$ cat src/rtl/counter_prog_if.sv
// Control/status bundle for counter_prog: run-time controls in, count and strobes out.
// The master drives the controls and the slave (the counter) drives result/tc/done.
interface counter_prog_if #(
    parameter int dw = 8,
    parameter int pw = 4
);
    logic          ena;
    logic          load;
    logic [dw-1:0] load_val;
    logic          up;
    logic [1:0]    mode;
    logic [dw-1:0] max_val;
    logic [pw-1:0] prescale;
    logic [dw-1:0] result;
    logic          tc;
    logic          done;

    modport master (
        output ena, load, load_val, up, mode, max_val, prescale,
        input  result, tc, done
    );

    modport slave (
        input  ena, load, load_val, up, mode, max_val, prescale,
        output result, tc, done
    );
endinterface

$ cat src/rtl/counter_prog.sv
// Programmable up/down counter with prescaler, clamped load and wrap/saturate/one-shot
// terminal behaviour; tc is a one-cycle strobe on entry into the terminal value.
module counter_prog #(
    parameter int dw   = 8,
    parameter int pw   = 4,
    parameter int INIT = 7
) (
    input  logic            clk,
    input  logic            reset,
    counter_prog_if.slave   bus
);

    typedef enum logic [1:0] {
        MODE_WRAP    = 2'b00,
        MODE_SAT     = 2'b01,
        MODE_ONESHOT = 2'b10,
        MODE_SAT_ALT = 2'b11
    } mode_e;

    localparam logic [dw-1:0] INIT_V = dw'(INIT);

    logic [dw-1:0] result_q, result_d;
    logic [pw-1:0] pc_q, pc_d;
    logic          tc_q, tc_d;
    logic          done_q, done_d;

    mode_e         md;
    logic          is_wrap;
    logic [dw-1:0] next_val;
    logic [dw-1:0] term_val;

    // Increment is gated by the limit compare, so it can never overflow dw bits.
    function automatic logic [dw-1:0] step_up(input logic [dw-1:0] cur,
                                              input logic [dw-1:0] lim,
                                              input logic          wrap);
        if (cur < lim)
            return cur + dw'(1);
        else if (wrap)
            return '0;
        else
            return lim;
    endfunction

    function automatic logic [dw-1:0] step_down(input logic [dw-1:0] cur,
                                                input logic [dw-1:0] lim,
                                                input logic          wrap);
        if (cur != '0)
            return cur - dw'(1);
        else if (wrap)
            return lim;
        else
            return '0;
    endfunction

    function automatic logic [dw-1:0] clamp(input logic [dw-1:0] val,
                                            input logic [dw-1:0] lim);
        return (val > lim) ? lim : val;
    endfunction

    assign md       = mode_e'(bus.mode);
    assign is_wrap  = (md == MODE_WRAP);
    assign term_val = bus.up ? bus.max_val : '0;
    assign next_val = bus.up ? step_up(result_q, bus.max_val, is_wrap)
                             : step_down(result_q, bus.max_val, is_wrap);

    always_comb begin
        result_d = result_q;
        pc_d     = pc_q;
        done_d   = done_q;
        tc_d     = 1'b0;

        if (bus.load) begin
            result_d = clamp(bus.load_val, bus.max_val);
            pc_d     = '0;
            done_d   = 1'b0;
        end else if (bus.ena && !done_q) begin
            // Exact match only: a pc left above a newly lowered prescale runs on through 2^pw.
            if (pc_q == bus.prescale) begin
                pc_d     = '0;
                result_d = next_val;
                tc_d     = (next_val == term_val) && (next_val != result_q);
                done_d   = tc_d && (md == MODE_ONESHOT);
            end else begin
                pc_d = pc_q + pw'(1);
            end
        end
    end

    always_ff @(posedge clk or negedge reset) begin
        if (!reset) begin
            result_q <= INIT_V;
            pc_q     <= '0;
            tc_q     <= 1'b0;
            done_q   <= 1'b0;
        end else begin
            result_q <= result_d;
            pc_q     <= pc_d;
            tc_q     <= tc_d;
            done_q   <= done_d;
        end
    end

    assign bus.result = result_q;
    assign bus.tc     = tc_q;
    assign bus.done   = done_q;

endmodule

$ cat src/flat_wrapper.sv
// flat-port wrapper written by rule: the top's interface ports become plain ports
module counter_prog_flat 
#(
    parameter int dw   = 8,
    parameter int pw   = 4,
    parameter int INIT = 7
)
  (clk, reset, bus_ena, bus_load, bus_load_val, bus_up, bus_mode, bus_max_val, bus_prescale, bus_result, bus_tc, bus_done);
  counter_prog_if #(.dw(dw), .pw(pw)) bus_i ();
  input  logic clk;
  input  logic reset;
  input wire logic [$bits(bus_i.ena)-1:0] bus_ena;
  input wire logic [$bits(bus_i.load)-1:0] bus_load;
  input wire logic [$bits(bus_i.load_val)-1:0] bus_load_val;
  input wire logic [$bits(bus_i.up)-1:0] bus_up;
  input wire logic [$bits(bus_i.mode)-1:0] bus_mode;
  input wire logic [$bits(bus_i.max_val)-1:0] bus_max_val;
  input wire logic [$bits(bus_i.prescale)-1:0] bus_prescale;
  output wire logic [$bits(bus_i.result)-1:0] bus_result;
  output wire logic [$bits(bus_i.tc)-1:0] bus_tc;
  output wire logic [$bits(bus_i.done)-1:0] bus_done;
  assign bus_i.ena = bus_ena;
  assign bus_i.load = bus_load;
  assign bus_i.load_val = bus_load_val;
  assign bus_i.up = bus_up;
  assign bus_i.mode = bus_mode;
  assign bus_i.max_val = bus_max_val;
  assign bus_i.prescale = bus_prescale;
  assign bus_result = bus_i.result;
  assign bus_tc = bus_i.tc;
  assign bus_done = bus_i.done;
  counter_prog #(.dw(dw), .pw(pw), .INIT(INIT)) u_core (.clk(clk), .reset(reset), .bus(bus_i));
endmodule
$ cat config.mk
export PLATFORM = sky130hd
export DESIGN_NAME = counter_prog_flat
export DESIGN_NICKNAME = d
export VERILOG_FILES = /design/src/rtl/counter_prog_if.sv /design/src/rtl/counter_prog.sv /design/src/flat_wrapper.sv
export SDC_FILE = /design/constraint.sdc
export NUM_CORES = 1
export LEC_CHECK = 0
export ABC_CLOCK_PERIOD_IN_PS = 5200
export CAP_MARGIN = 20
export CORE_MARGIN = 2
export CORE_UTILIZATION = 30
export CTS_CLUSTER_DIAMETER = 200
export CTS_CLUSTER_SIZE = 25
export DETAILED_ROUTE_END_ITERATION = 8
export GPL_ROUTABILITY_DRIVEN = 0
export PLACE_DENSITY = 0.47
export SETUP_SLACK_MARGIN = 0.3
export SYNTH_ARGS = -nofsm -noshare
export SYNTH_HDL_FRONTEND = slang
export SYNTH_SLANG_ARGS = --single-unit
$ cat constraint.sdc
create_clock -name clk -period 5.2 [get_ports clk]
set_input_delay 1.04 -clock clk [delete_from_list [all_inputs] [get_ports clk]]
set_output_delay 1.04 -clock clk [all_outputs]
set_load 0.02 [all_outputs]
## Yosys cells after proc, flatten, opt, wreduce, memory -nomap -nowiden

Index checks and enable logic that the tools add are counted.

- Bits in latches: 0
- Memory bits (read-only): 0
- Word-level logic and storage cells: 41
- Bits in registers: 14
- Input port bits: 27
- Output and inout bits: 10
- Memory bits (writable): 0
- Memories kept: 0

- Magnitude comparators: 2
- Muxes and demuxes: 19
- Reduce and logical (&&, ||, !) cells: 9
- Shift-type cells: 0
- $add $sub $neg: 3
- Equal/unequal tests: 4
- Divide/modulo/power cells: 0
- Multiply operators: 0
- Bitwise logic cells: 0

Operator list:

| cell | number |
|---|---|
| $mux 8 | 10 |
| $mux 4 | 3 |
| $add 8x1->8 const B | 1 |
| $eq 8x8->1 | 1 |
| $gt 8x8->1 | 1 |
| $lt 8x8->1 | 1 |
| $ne 8x8->1 | 1 |
| $reduce_bool 8->1 | 1 |
| $sub 8x1->8 const B | 1 |
| $mux 1 | 6 |
| $add 4x1->4 const B | 1 |
| $eq 4x4->1 | 1 |
| $reduce_bool 2->1 | 2 |
| $logic_and 1x1->1 | 3 |
| $eq 2x2->1 const B | 1 |
| $logic_not 2->1 | 1 |
| $reduce_and 2->1 | 1 |
| $logic_not 1->1 | 1 |

## Logic depth before layout (Yosys ltp)

Gate-level depths: netlist of the first run.

- Depth after elaboration: 10
- Mapped depth: 12
- Mapped depth without buffers: 10

## Worst setup path before layout of the first run

Ideal clock, no wire load.

- Kind: input -> register
- From: input bus_max_val[1]
- To: register u_core.done_q (netlist: u_core.bus.done)
- Path slack: 1.550 ns
- Arrival time: 3.524 ns
- Cell stages on the path: 10
- Library setup time: 0.126 ns
- Cell sequence: inv_1 ha_1 a2111oi_0 o21a_1 buf_2 nor3_1 a2111o_1 or4b_4 nor4_4 o41ai_1

- Word-level cells in the longest chain between the ends: 9

Ends and longest elaborated chain:

| element | line | source |
|---|---|---|
| from (decl) | flat_wrapper.sv:17 | `input wire logic [$bits(bus_i.max_val)-1:0] bus_max_val;` |
| $lt 8x8->1, or another cell as far along | counter_prog.sv:36 | `if (cur < lim)` |
| $mux 8 (on tied branches) | counter_prog.sv:36, counter_prog.sv:47 |  |
| $mux 8 | counter_prog.sv:63 | `assign next_val = bus.up ? step_up(result_q, bus.max_val, is_wrap)` |
| $eq 8x8->1 or $ne 8x8->1 (tied branches) | counter_prog.sv:81 | `tc_d = (next_val == term_val) && (next_val != result_q);` |
| $logic_and 1x1->1 * | counter_prog.sv:81 |  |
| $logic_and 1x1->1 * | counter_prog.sv:82 | `done_d = tc_d && (md == MODE_ONESHOT);` |
| $mux 1 * | counter_prog.sv:78 | `if (pc_q == bus.prescale) begin` |
| $mux 1 * | counter_prog.sv:76 | `end else if (bus.ena && !done_q) begin` |
| $mux 1 * | counter_prog.sv:72 | `if (bus.load) begin` |
| to (signal assigned) | counter_prog.sv:99 | `done_q <= done_d;` |
| to (decl) | counter_prog.sv:25 | `logic done_q, done_d;` |

Mark *: on every way between the ends. The rest lies on a longest branch, timed or not. The select of a mux whose other input is x is not followed.
A chain may end at the register's enable or synchronous reset.

## Worst setup path after layout of the first run

Ends and elaborated chain as after synthesis.

==> results.sh, run 1 <==
export IMPL_die_area_mm2=0.00852
export IMPL_antenna_found_initial=0
export IMPL_fin_tns_setup_ps=0
export IMPL_drc_errors=0
export IMPL_post_cts_buffers=0
export IMPL_top_usage_layer="met2"
export IMPL_final_common_cell="clkdlybuf4s50_1"
export IMPL_tightest_slew_ps=772
export IMPL_ys_top_cells_by_area="dfrtp_1 12%, ha_1 10%, nand2_1 5.3%, xnor2_1 4.1%, o21ai_0 3.6%"
export IMPL_cts_resized=0
export IMPL_hold_viol=0
export IMPL_ys_dominant_reg_cell="dfrtp_1"
export IMPL_hp_class="flop to flop"
export IMPL_cts_htree_levels=1
export IMPL_drt_initial_drc_count=242
export IMPL_synth_top_cell_area_share=0.118
export IMPL_postSynth_asyncResetShare=1.00
export IMPL_setup_violations=0
export IMPL_synth_avg_cell_area_um2=7.54
export IMPL_wl_per_cell_um=20.2
export IMPL_start_util=0.306
export IMPL_num_vias=2623
export IMPL_synth_top_area_cell="dfrtp_1"
export IMPL_syn_num_nets=356
export IMPL_required_ps=5340
export IMPL_ios=37
export IMPL_drtAntennaViolNets=0
export IMPL_drive_above_1_share=0.0821
export IMPL_period_minus_slack_ps=4390
export IMPL_nFillCells=844
export IMPL_min_period_over_period=0.844
export IMPL_hold_worst_slack_ps=495
export IMPL_synth_edff_count=0
export IMPL_mostFrequentLayoutCells="36 x clkdlybuf4s50_1, 33 x nand2_1, 19 x ha_1, 18 x nor2_1, 17 x o21ai_0"
export IMPL_synth_seq_cells=14
export IMPL_criticalPathCategory="input pin to flop"
export IMPL_max_slew_margin=0.484
export IMPL_path_clk_slew_ps=60
export IMPL_met3_usage=0.0252
export IMPL_cp_max_fo=12
export IMPL_diodes=0
export IMPL_clk_latency_ps=250
export IMPL_grtUsageMet1=0.293
export IMPL_dpl_instance_area_mm2=0.00281
export IMPL_max_freq_mhz=228
export IMPL_cap_viol_max_count=0
export IMPL_outcome="completed"
export IMPL_grt_start_max_net_pins=35
export IMPL_place_hpwl_um=6890
export IMPL_grt_use_total=0.216
export IMPL_synth_seq_area_share=0.151
export IMPL_worstSetupEndpointType="flop"
export IMPL_arrival_ps=4530
export IMPL_die_w_um=92.3
export IMPL_yosysWarnings=0
export IMPL_cts_tree="done"
export IMPL_synthesis_instances=310
export IMPL_dr_pass1_iters=5
export IMPL_grt_pass1_vias=2507
export IMPL_gr_total_overflow=0
export IMPL_cts_hold_buf=0
export IMPL_cts_root_buf="clkbuf_8"
export IMPL_met2_usage=0.357
export IMPL_pre_cts_slack_ps=526
export IMPL_slew_viol_final=0
export IMPL_ys_types=66
export IMPL_rsz0062_at_grt="false"
export IMPL_power_density_mw_per_mm2=226
export IMPL_dieHeight_um=92.3
export IMPL_grt_pass1_wl_um=14200
export IMPL_fin_ws_ps=810
export IMPL_fin_worst_skew_ps=2.49
export IMPL_viasPerCell=5.92
export IMPL_syn_area_mm2=0.00234
export IMPL_stdcell_area_mm2=0.00285
export IMPL_fp_coreArea_mm2=0.00765
export IMPL_rows=32
export IMPL_numClockSinks=14
export IMPL_ir_drop_mv=0.158
export IMPL_nNetsFinal=388
export IMPL_io_buffers=36
export IMPL_drt_wl_total_um=8930
export IMPL_cts_max_path_buffers=2
export IMPL_area_growth_pct=22.0
export IMPL_final_util=0.373
export IMPL_worstSetupStartpointType="input pin"
export IMPL_leakage_uw=0.00111
export IMPL_cts_buffers=3
## synthesized netlist by cell type, types with 5 or more instances
cell	number
xor2_1	5
mux2i_1	8
nand3_1	13
nand2_1	33
xnor2_1	11
o211ai_1	5
nor3_1	12
nor2_1	18
inv_1	15
o221ai_1	6
o21ai_0	17
clkbuf_1	11
ha_1	19
dfrtp_1	11
a21oi_1	16
nor4_1	7
## area by class of cell
| type | instances | area (µm²) | area share |
|---|---|---|---|
| inverter | 17 | 63.8 | 0.0224 |
| clock buffer | 4 | 45.0 | 0.0158 |
| multi-input combinational | 259 | 1820 | 0.638 |
| sequential | 14 | 354 | 0.124 |
| tap | 102 | 128 | 0.0447 |
| timing repair buffer | 47 | 443 | 0.155 |
## path summary, 6_finish.rpt
| check | start | to | slack [ps] | depth (start not counted) |
|---|---|---|---|---|
| setup / recovery | bus_max_val[1] | u_core.bus.done$_DFFE_PN0P_ | 810 | 11 |
| max in group asynchronous | reset | u_core.pc_q[3]$_DFFE_PN0P_ | 3570 | 1 |
| min in group asynchronous | reset | u_core.pc_q[0]$_DFFE_PN0P_ | 1200 | 1 |
| hold / removal | u_core.pc_q[3]$_DFFE_PN0P_ | u_core.pc_q[3]$_DFFE_PN0P_ | 490 | 1 |
| setup reg to reg | u_core.bus.result[2]$_DFFE_PN1P_ | u_core.bus.done$_DFFE_PN0P_ | 1570 | 8 |
| hold reg to reg | u_core.pc_q[3]$_DFFE_PN0P_ | u_core.pc_q[3]$_DFFE_PN0P_ | 490 | 1 |
## per-layer routing
metal  vias up  part of all wire
li1       1262                 -
met1      1220              0.43
met2       127              0.47
met3        14             0.072
met4         0             0.028
met5         -                 0
## worst max-delay path, stage by stage
cell and delay (ps):
clkdlybuf4s50_1 590, inv_1 130, ha_1 290, a2111oi_0 360
buf_4 190, o21a_1 370, nor2_1 220, o31a_1 330
a2111oi_0 520, o2111ai_1 220, o41ai_1 260
## cells by family (layout without fill, tap and decap cells)
| kind of cell | count (synthesis) | count (layout) | synth area share |
|---|---|---|---|
| AOI/OAI and AO/OA | 108 | 108 | 0.342 |
| and+or+nand+nor | 107 | 107 | 0.235 |
| buffers and inverters | 37 | 68 | 0.0706 |
| adders and majority gates | 19 | 19 | 0.102 |
| xor gates and xnor gates | 16 | 16 | 0.0599 |
| DFF | 14 | 14 | 0.151 |
| muxes | 9 | 9 | 0.0391 |
## power breakdown
group,internal (µW),switching [µW]
Sequential,122,28.3
Clock,54.3,41.6
Combinational,160,237
## metrics by stage
stage	cells	power [µW]
floorplan	310	406
global placement	439	547
detailed placement	439	544
CTS	443	643
global route	443	689
finish	443	644
## flip-flops by register name, indices dropped and copies added, names as in the netlist
name               cells
u_core.pc_q            4
u_core.bus.tc          1
u_core.bus.result      8
u_core.bus.done        1
Note: power is estimated with default switching activity, not from simulation.
==> inputs of run 2 (changes only) <==
--- a/config.mk
+++ b/config.mk
@@ -5,7 +5,7 @@
 export SDC_FILE = /design/constraint.sdc
 export NUM_CORES = 1
 export LEC_CHECK = 0
-export ABC_CLOCK_PERIOD_IN_PS = 5200
+export ABC_CLOCK_PERIOD_IN_PS = 4000
 export CAP_MARGIN = 20
 export CORE_MARGIN = 2
 export CORE_UTILIZATION = 30
@@ -13,7 +13,7 @@
 export CTS_CLUSTER_SIZE = 25
 export DETAILED_ROUTE_END_ITERATION = 8
 export GPL_ROUTABILITY_DRIVEN = 0
-export PLACE_DENSITY = 0.47
+export PLACE_DENSITY = 0.48
 export SETUP_SLACK_MARGIN = 0.3
 export SYNTH_ARGS = -nofsm -noshare
 export SYNTH_HDL_FRONTEND = slang
==> constraint.sdc (replaced) <==
create_clock -name clk -period 4 [get_ports clk]
set_input_delay 0.8 -clock clk [delete_from_list [all_inputs] [get_ports clk]]
set_output_delay 0.8 -clock clk [all_outputs]
set_load 0.02 [all_outputs]
==> run 2 against run 1 <==
Compared with the run above: clock power is 47% higher; sequential cell count stayed put; design area is 9.9% higher; non-clock buffer count is 29 higher; clock skew is 0.55 ps lower; sequential share of layout area is 1.1 points lower.
==> results.sh, run 2 (synthesized netlist as in run 1, its figures left out) <==
export IMPL_fp_coreArea_mm2=0.00765
export IMPL_die_area_mm2=0.00852
export IMPL_drt_initial_drc_count=215
export IMPL_setup_violations=0
export IMPL_nNetsFinal=417
export IMPL_numClockSinks=14
export IMPL_arrival_ps=3670
export IMPL_io_buffers=36
export IMPL_cts_hold_buf=0
export IMPL_worstSetupStartpointType="input pin"
export IMPL_dr_pass1_iters=6
export IMPL_ir_drop_mv=0.221
export IMPL_post_cts_buffers=0
export IMPL_grt_start_max_net_pins=37
export IMPL_max_freq_mhz=283
export IMPL_clk_latency_ps=250
export IMPL_num_vias=2751
export IMPL_mostFrequentLayoutCells="39 x buf_4, 36 x clkdlybuf4s50_1, 33 x nand2_1, 18 x nor2_1, 18 x ha_1"
export IMPL_rows=32
export IMPL_power_total_uw=918
export IMPL_fin_tns_setup_ps=0
export IMPL_dieHeight_um=92.3
export IMPL_hp_class="flop to flop"
export IMPL_drt_wl_total_um=8840
export IMPL_grt_pass1_vias=2650
export IMPL_dp_cells=468
export IMPL_outcome="completed"
export IMPL_cts_max_path_buffers=2
export IMPL_cts_tree="done"
export IMPL_cp_max_fo=6
export IMPL_start_util=0.306
export IMPL_min_period_over_period=0.884
export IMPL_worstSetupEndpointType="flop"
export IMPL_die_w_um=92.3
export IMPL_tightest_slew_ps=671
export IMPL_wl_per_cell_um=18.7
export IMPL_final_util=0.410
export IMPL_rsz0062_at_grt="false"
export IMPL_antenna_found_initial=0
export IMPL_ios=37
export IMPL_fin_ws_ps=465
export IMPL_instances_no_fill=472
export IMPL_required_ps=4130
export IMPL_criticalPathCategory="input pin to flop"
export IMPL_final_common_cell="buf_4"
export IMPL_multi_input_area_mm2=0.00186
export IMPL_area_growth_pct=34.1
export IMPL_place_hpwl_um=7110
export IMPL_power_density_mw_per_mm2=293
export IMPL_cts_htree_levels=1
export IMPL_hold_viol=0
export IMPL_gr_total_overflow=0
export IMPL_diodes=0
export IMPL_viasPerCell=5.83
export IMPL_drive_above_1_share=0.178
export IMPL_cts_buffers=3
export IMPL_leakage_uw=0.00127
export IMPL_grt_use_total=0.211
export IMPL_slew_viol_final=0
export IMPL_drtAntennaViolNets=0
export IMPL_largest_reg_flops=8
export IMPL_cts_root_buf="clkbuf_8"
export IMPL_drc_errors=0
export IMPL_period_minus_slack_ps=3530
export IMPL_cap_viol_max_count=0
export IMPL_pre_cts_slack_ps=-101
export IMPL_nFillCells=784
export IMPL_fin_worst_skew_ps=1.94
export IMPL_regArea_um2=354
export IMPL_grt_pass1_wl_um=14100
export IMPL_max_slew_margin=0.551
export IMPL_path_clk_slew_ps=60
[run 2: path summary, 6_finish.rpt]
check / slack (ps) / cells past startpoint / from / endpoint
setup / recovery: 470 / 11 / bus_max_val[7] / u_core.bus.done$_DFFE_PN0P_
hold reg to reg: 510 / 1 / u_core.pc_q[3]$_DFFE_PN0P_ / u_core.pc_q[3]$_DFFE_PN0P_
min in group asynchronous: 960 / 1 / reset / u_core.pc_q[1]$_DFFE_PN0P_
setup reg to reg: 590 / 8 / u_core.bus.result[2]$_DFFE_PN1P_ / u_core.bus.done$_DFFE_PN0P_
max in group asynchronous: 2610 / 1 / reset / u_core.bus.result[7]$_DFFE_PN0P_
hold / removal: 510 / 1 / u_core.pc_q[3]$_DFFE_PN0P_ / u_core.pc_q[3]$_DFFE_PN0P_
[run 2: metal layers]
metal	vias to the layer above	wire, µm	global-route usage
met4	0	269	0.0883
met2	137	4180	0.342
met1	1273	3850	0.278
li1	1320	-	-
met3	21	537	0.0358
met5	-	0	0
[run 2: what timing repair did]
item,4_1_cts,5_1_grt
pin swaps,0,1
resized for setup,2,9
endpoints found under the setup margin,1,2
[run 2: final cells by class]
class                   instances  area share
clock buffers                   4      0.0176
inverters                      17      0.0204
well taps                     102      0.0407
repair buffers                 76       0.215
multi-input cells             259       0.594
flip-flops and latches         14       0.113
[run 2: power by group]
part,leakage (µW),internal [µW],switching (µW)
Combinational,0.00107,260,332
Clock,0.0000288,87.3,53.9
Sequential,0.000173,158,25.9
Total,0.00127,506,412
[run 2: stage by stage]
step / hold slack (ps) / instance area [µm²]
after CTS: 509 / 3100
after global routing: 561 / 3140
after floorplan: 464 / 2340
final: 506 / 3140
after global placement: 506 / 3040
after detailed placement: 493 / 3040
[run 2: worst max-delay path: stages]
cell,delay [ps]
clkdlybuf4s50_1,480
inv_1,60
ha_2,310
a21o_1,210
a311oi_2,270
o21a_2,250
nor3_1,70
a2111o_1,360
or4b_4,520
nor4_4,210
o41ai_2,110
==> inputs of run 3 (changes only) <==
--- a/config.mk
+++ b/config.mk
@@ -7,10 +7,10 @@
 export LEC_CHECK = 0
 export ABC_CLOCK_PERIOD_IN_PS = 4000
 export CAP_MARGIN = 20
+export CORE_ASPECT_RATIO = 0.8
 export CORE_MARGIN = 2
 export CORE_UTILIZATION = 30
 export CTS_CLUSTER_DIAMETER = 200
-export CTS_CLUSTER_SIZE = 25
 export DETAILED_ROUTE_END_ITERATION = 8
 export GPL_ROUTABILITY_DRIVEN = 0
 export PLACE_DENSITY = 0.48
==> run 3 against run 2 <==
Compared with the run above: register-to-register slack got worse by 170 ps; critical path type is now flop to flop; worst setup slack got worse by 48 ps; worst hold slack got worse by 1.1 ps; first-iteration DRC count rose by 13%; maximum frequency fell by 1.3%; design area fell by 0.72%; global-route usage rose by 0.93 points; clock skew rose by 6.4 ps; sequential power fell by 2%; sequential cell count did not move; highest routed layer unchanged; cell count rose by 0.21%; via count rose by 4.1%.
==> results.sh, run 3 (synthesized netlist as in run 1, its figures left out) <==
export IMPL_tightest_slew_ps=835
export IMPL_period_minus_slack_ps=3580
export IMPL_path_clk_slew_ps=80
export IMPL_hp_class="flop to flop"
export IMPL_drt_wl_total_um=9410
export IMPL_drive_above_1_share=0.168
export IMPL_outcome="completed"
export IMPL_multi_input_area_mm2=0.00186
export IMPL_slew_viol_final=0
export IMPL_worst_r2r_setup_slack_ps=420
export IMPL_fin_tns_setup_ps=0
export IMPL_cts_tree="done"
export IMPL_met3WireLength_um=829
export IMPL_fp_coreArea_mm2=0.00746
export IMPL_nFillCells=780
export IMPL_cts_buffers=3
export IMPL_drc_errors=0
export IMPL_cp_max_fo=10
export IMPL_hold_worst_slack_ps=505
export IMPL_critPathBufInv=0
export IMPL_diodes=0
export IMPL_cap_viol_max_count=0
export IMPL_max_slew_margin=0.444
export IMPL_max_freq_mhz=279
export IMPL_dr_pass1_iters=6
export IMPL_fin_worst_skew_ps=8.33
export IMPL_crit_chain="or4_4 > or3_1 > a211oi_4 > o31ai_1 > a2111o_1 > or4b_4 > nor4_4 > o41ai_1"
export IMPL_worstSetupStartpointType="flop"
export IMPL_cp_top_family="simple AND/OR/NAND/NOR gates"
export IMPL_cts_max_path_buffers=2
export IMPL_rsz0062_at_grt="false"
export IMPL_pre_cts_slack_ps=-114
export IMPL_viasPerCell=6.05
export IMPL_dieHeight_um=83.0
export IMPL_crit_reg2reg_launch="u_core.bus.result[2]$_DFFE_PN1P_"
export IMPL_start_util=0.313
export IMPL_arrival_ps=3720
export IMPL_stdcell_area_mm2=0.00311
export IMPL_die_area_mm2=0.00852
export IMPL_clk_latency_ps=260
export IMPL_final_common_cell="buf_4"
export IMPL_cts_htree_levels=1
export IMPL_rr_worst_depth=8
export IMPL_grt_pass1_vias=2696
export IMPL_setup_violations=0
export IMPL_regArea_um2=354
export IMPL_critPathMaxStageDelay_ps=640
export IMPL_min_to="u_core.pc_q[3]$_DFFE_PN0P_"
export IMPL_mostFrequentLayoutCells="38 x buf_4, 36 x clkdlybuf4s50_1, 33 x nand2_1, 19 x ha_1, 18 x nor2_1"
export IMPL_nNetsFinal=415
export IMPL_grt_pass1_wl_um=14600
export IMPL_gr_total_overflow=0
export IMPL_criticalPathCategory="flop to flop"
export IMPL_io_buffers=36
export IMPL_route_met2_wl_um=3800
export IMPL_required_ps=4140
export IMPL_die_w_um=103
export IMPL_worstSetupEndpointType="flop"
export IMPL_ir_drop_mv=0.124
export IMPL_num_vias=2864
export IMPL_largest_reg_flops=8
export IMPL_hp_start="u_core.pc_q[3]$_DFFE_PN0P_"
export IMPL_min_period_over_period=0.896
export IMPL_place_hpwl_um=7390
export IMPL_drt_initial_drc_count=242
export IMPL_numClockSinks=14
export IMPL_dpl_instance_area_mm2=0.00301
export IMPL_met1Wirelength_um=4480
export IMPL_cp_slowest_cell="or4_4"
export IMPL_whs_path_depth=1
export IMPL_grt_start_max_net_pins=30
export IMPL_wl_per_cell_um=19.9
export IMPL_cts_root_buf="clkbuf_8"
export IMPL_fin_ws_ps=417
export IMPL_drtAntennaViolNets=0
export IMPL_power_density_mw_per_mm2=300
export IMPL_antenna_found_initial=0
export IMPL_hold_viol=0
export IMPL_leakage_uw=0.00125
export IMPL_regToRegEndpoint="u_core.bus.done$_DFFE_PN0P_"
export IMPL_grt_use_total=0.220
export IMPL_area_growth_pct=33.1
export IMPL_highest_layer="met4"
export IMPL_rows=28
export IMPL_cts_hold_buf=0
export IMPL_ios=37
## run 3: changes by cell type in the layout (fill, tap and decap cells not counted), sizes merged
cell  delta
buf      -2
## run 3: worst max-delay path by stage
| stage | slack (ps) | startpoint | to | cells past startpoint |
|---|---|---|---|---|
| floorplan | 590 | bus_max_val[1] | u_core.bus.done$_DFFE_PN0P_ | 10 |
| global placement | -20 | bus_max_val[1] | u_core.bus.done$_DFFE_PN0P_ | 12 |
| global route | 300 | bus_max_val[2] | u_core.bus.done$_DFFE_PN0P_ | 12 |
| detailed placement | -110 | bus_max_val[1] | u_core.bus.done$_DFFE_PN0P_ | 12 |
| finish | 420 | u_core.bus.result[2]$_DFFE_PN1P_ | u_core.bus.done$_DFFE_PN0P_ | 8 |
| CTS | 310 | bus_max_val[3] | u_core.bus.done$_DFFE_PN0P_ | 12 |
## run 3: routing by layer
layer,track usage,vias to the layer above
met3,0.0480,33
met4,0.0642,0
li1,-,1324
met1,0.335,1339
met5,0,-
met2,0.305,168
## run 3: what timing repair did
item                                   4_1_cts  5_1_grt
endpoints found under the hold margin        0        0
resized for setup                            3        7
gates cloned                                 0        0
setup endpoints to repair                    2        2
buffers inserted                             0        0
## run 3: power breakdown
part | internal [µW] | switching, µW | total [µW]
logic | 253 | 349 | 601
clock network | 87.6 | 65.8 | 153
registers | 158 | 21.9 | 180
## run 3: final cells by class
type | count | share of cell area
multi-input combinational | 259 | 0.598
timing repair buffer | 74 | 0.207
sequential | 14 | 0.114
inverter | 17 | 0.0205
clock buffer | 4 | 0.0177
tap | 105 | 0.0422
## run 3: stage by stage
step	instances	utilization	power, µW
5_1_grt	473	0.417	988
3_5_place_dp	469	0.404	749
2_1_floorplan	310	-	527
6_report	473	0.417	935
3_3_place_gp	469	0.404	753
4_1_cts	473	0.412	906
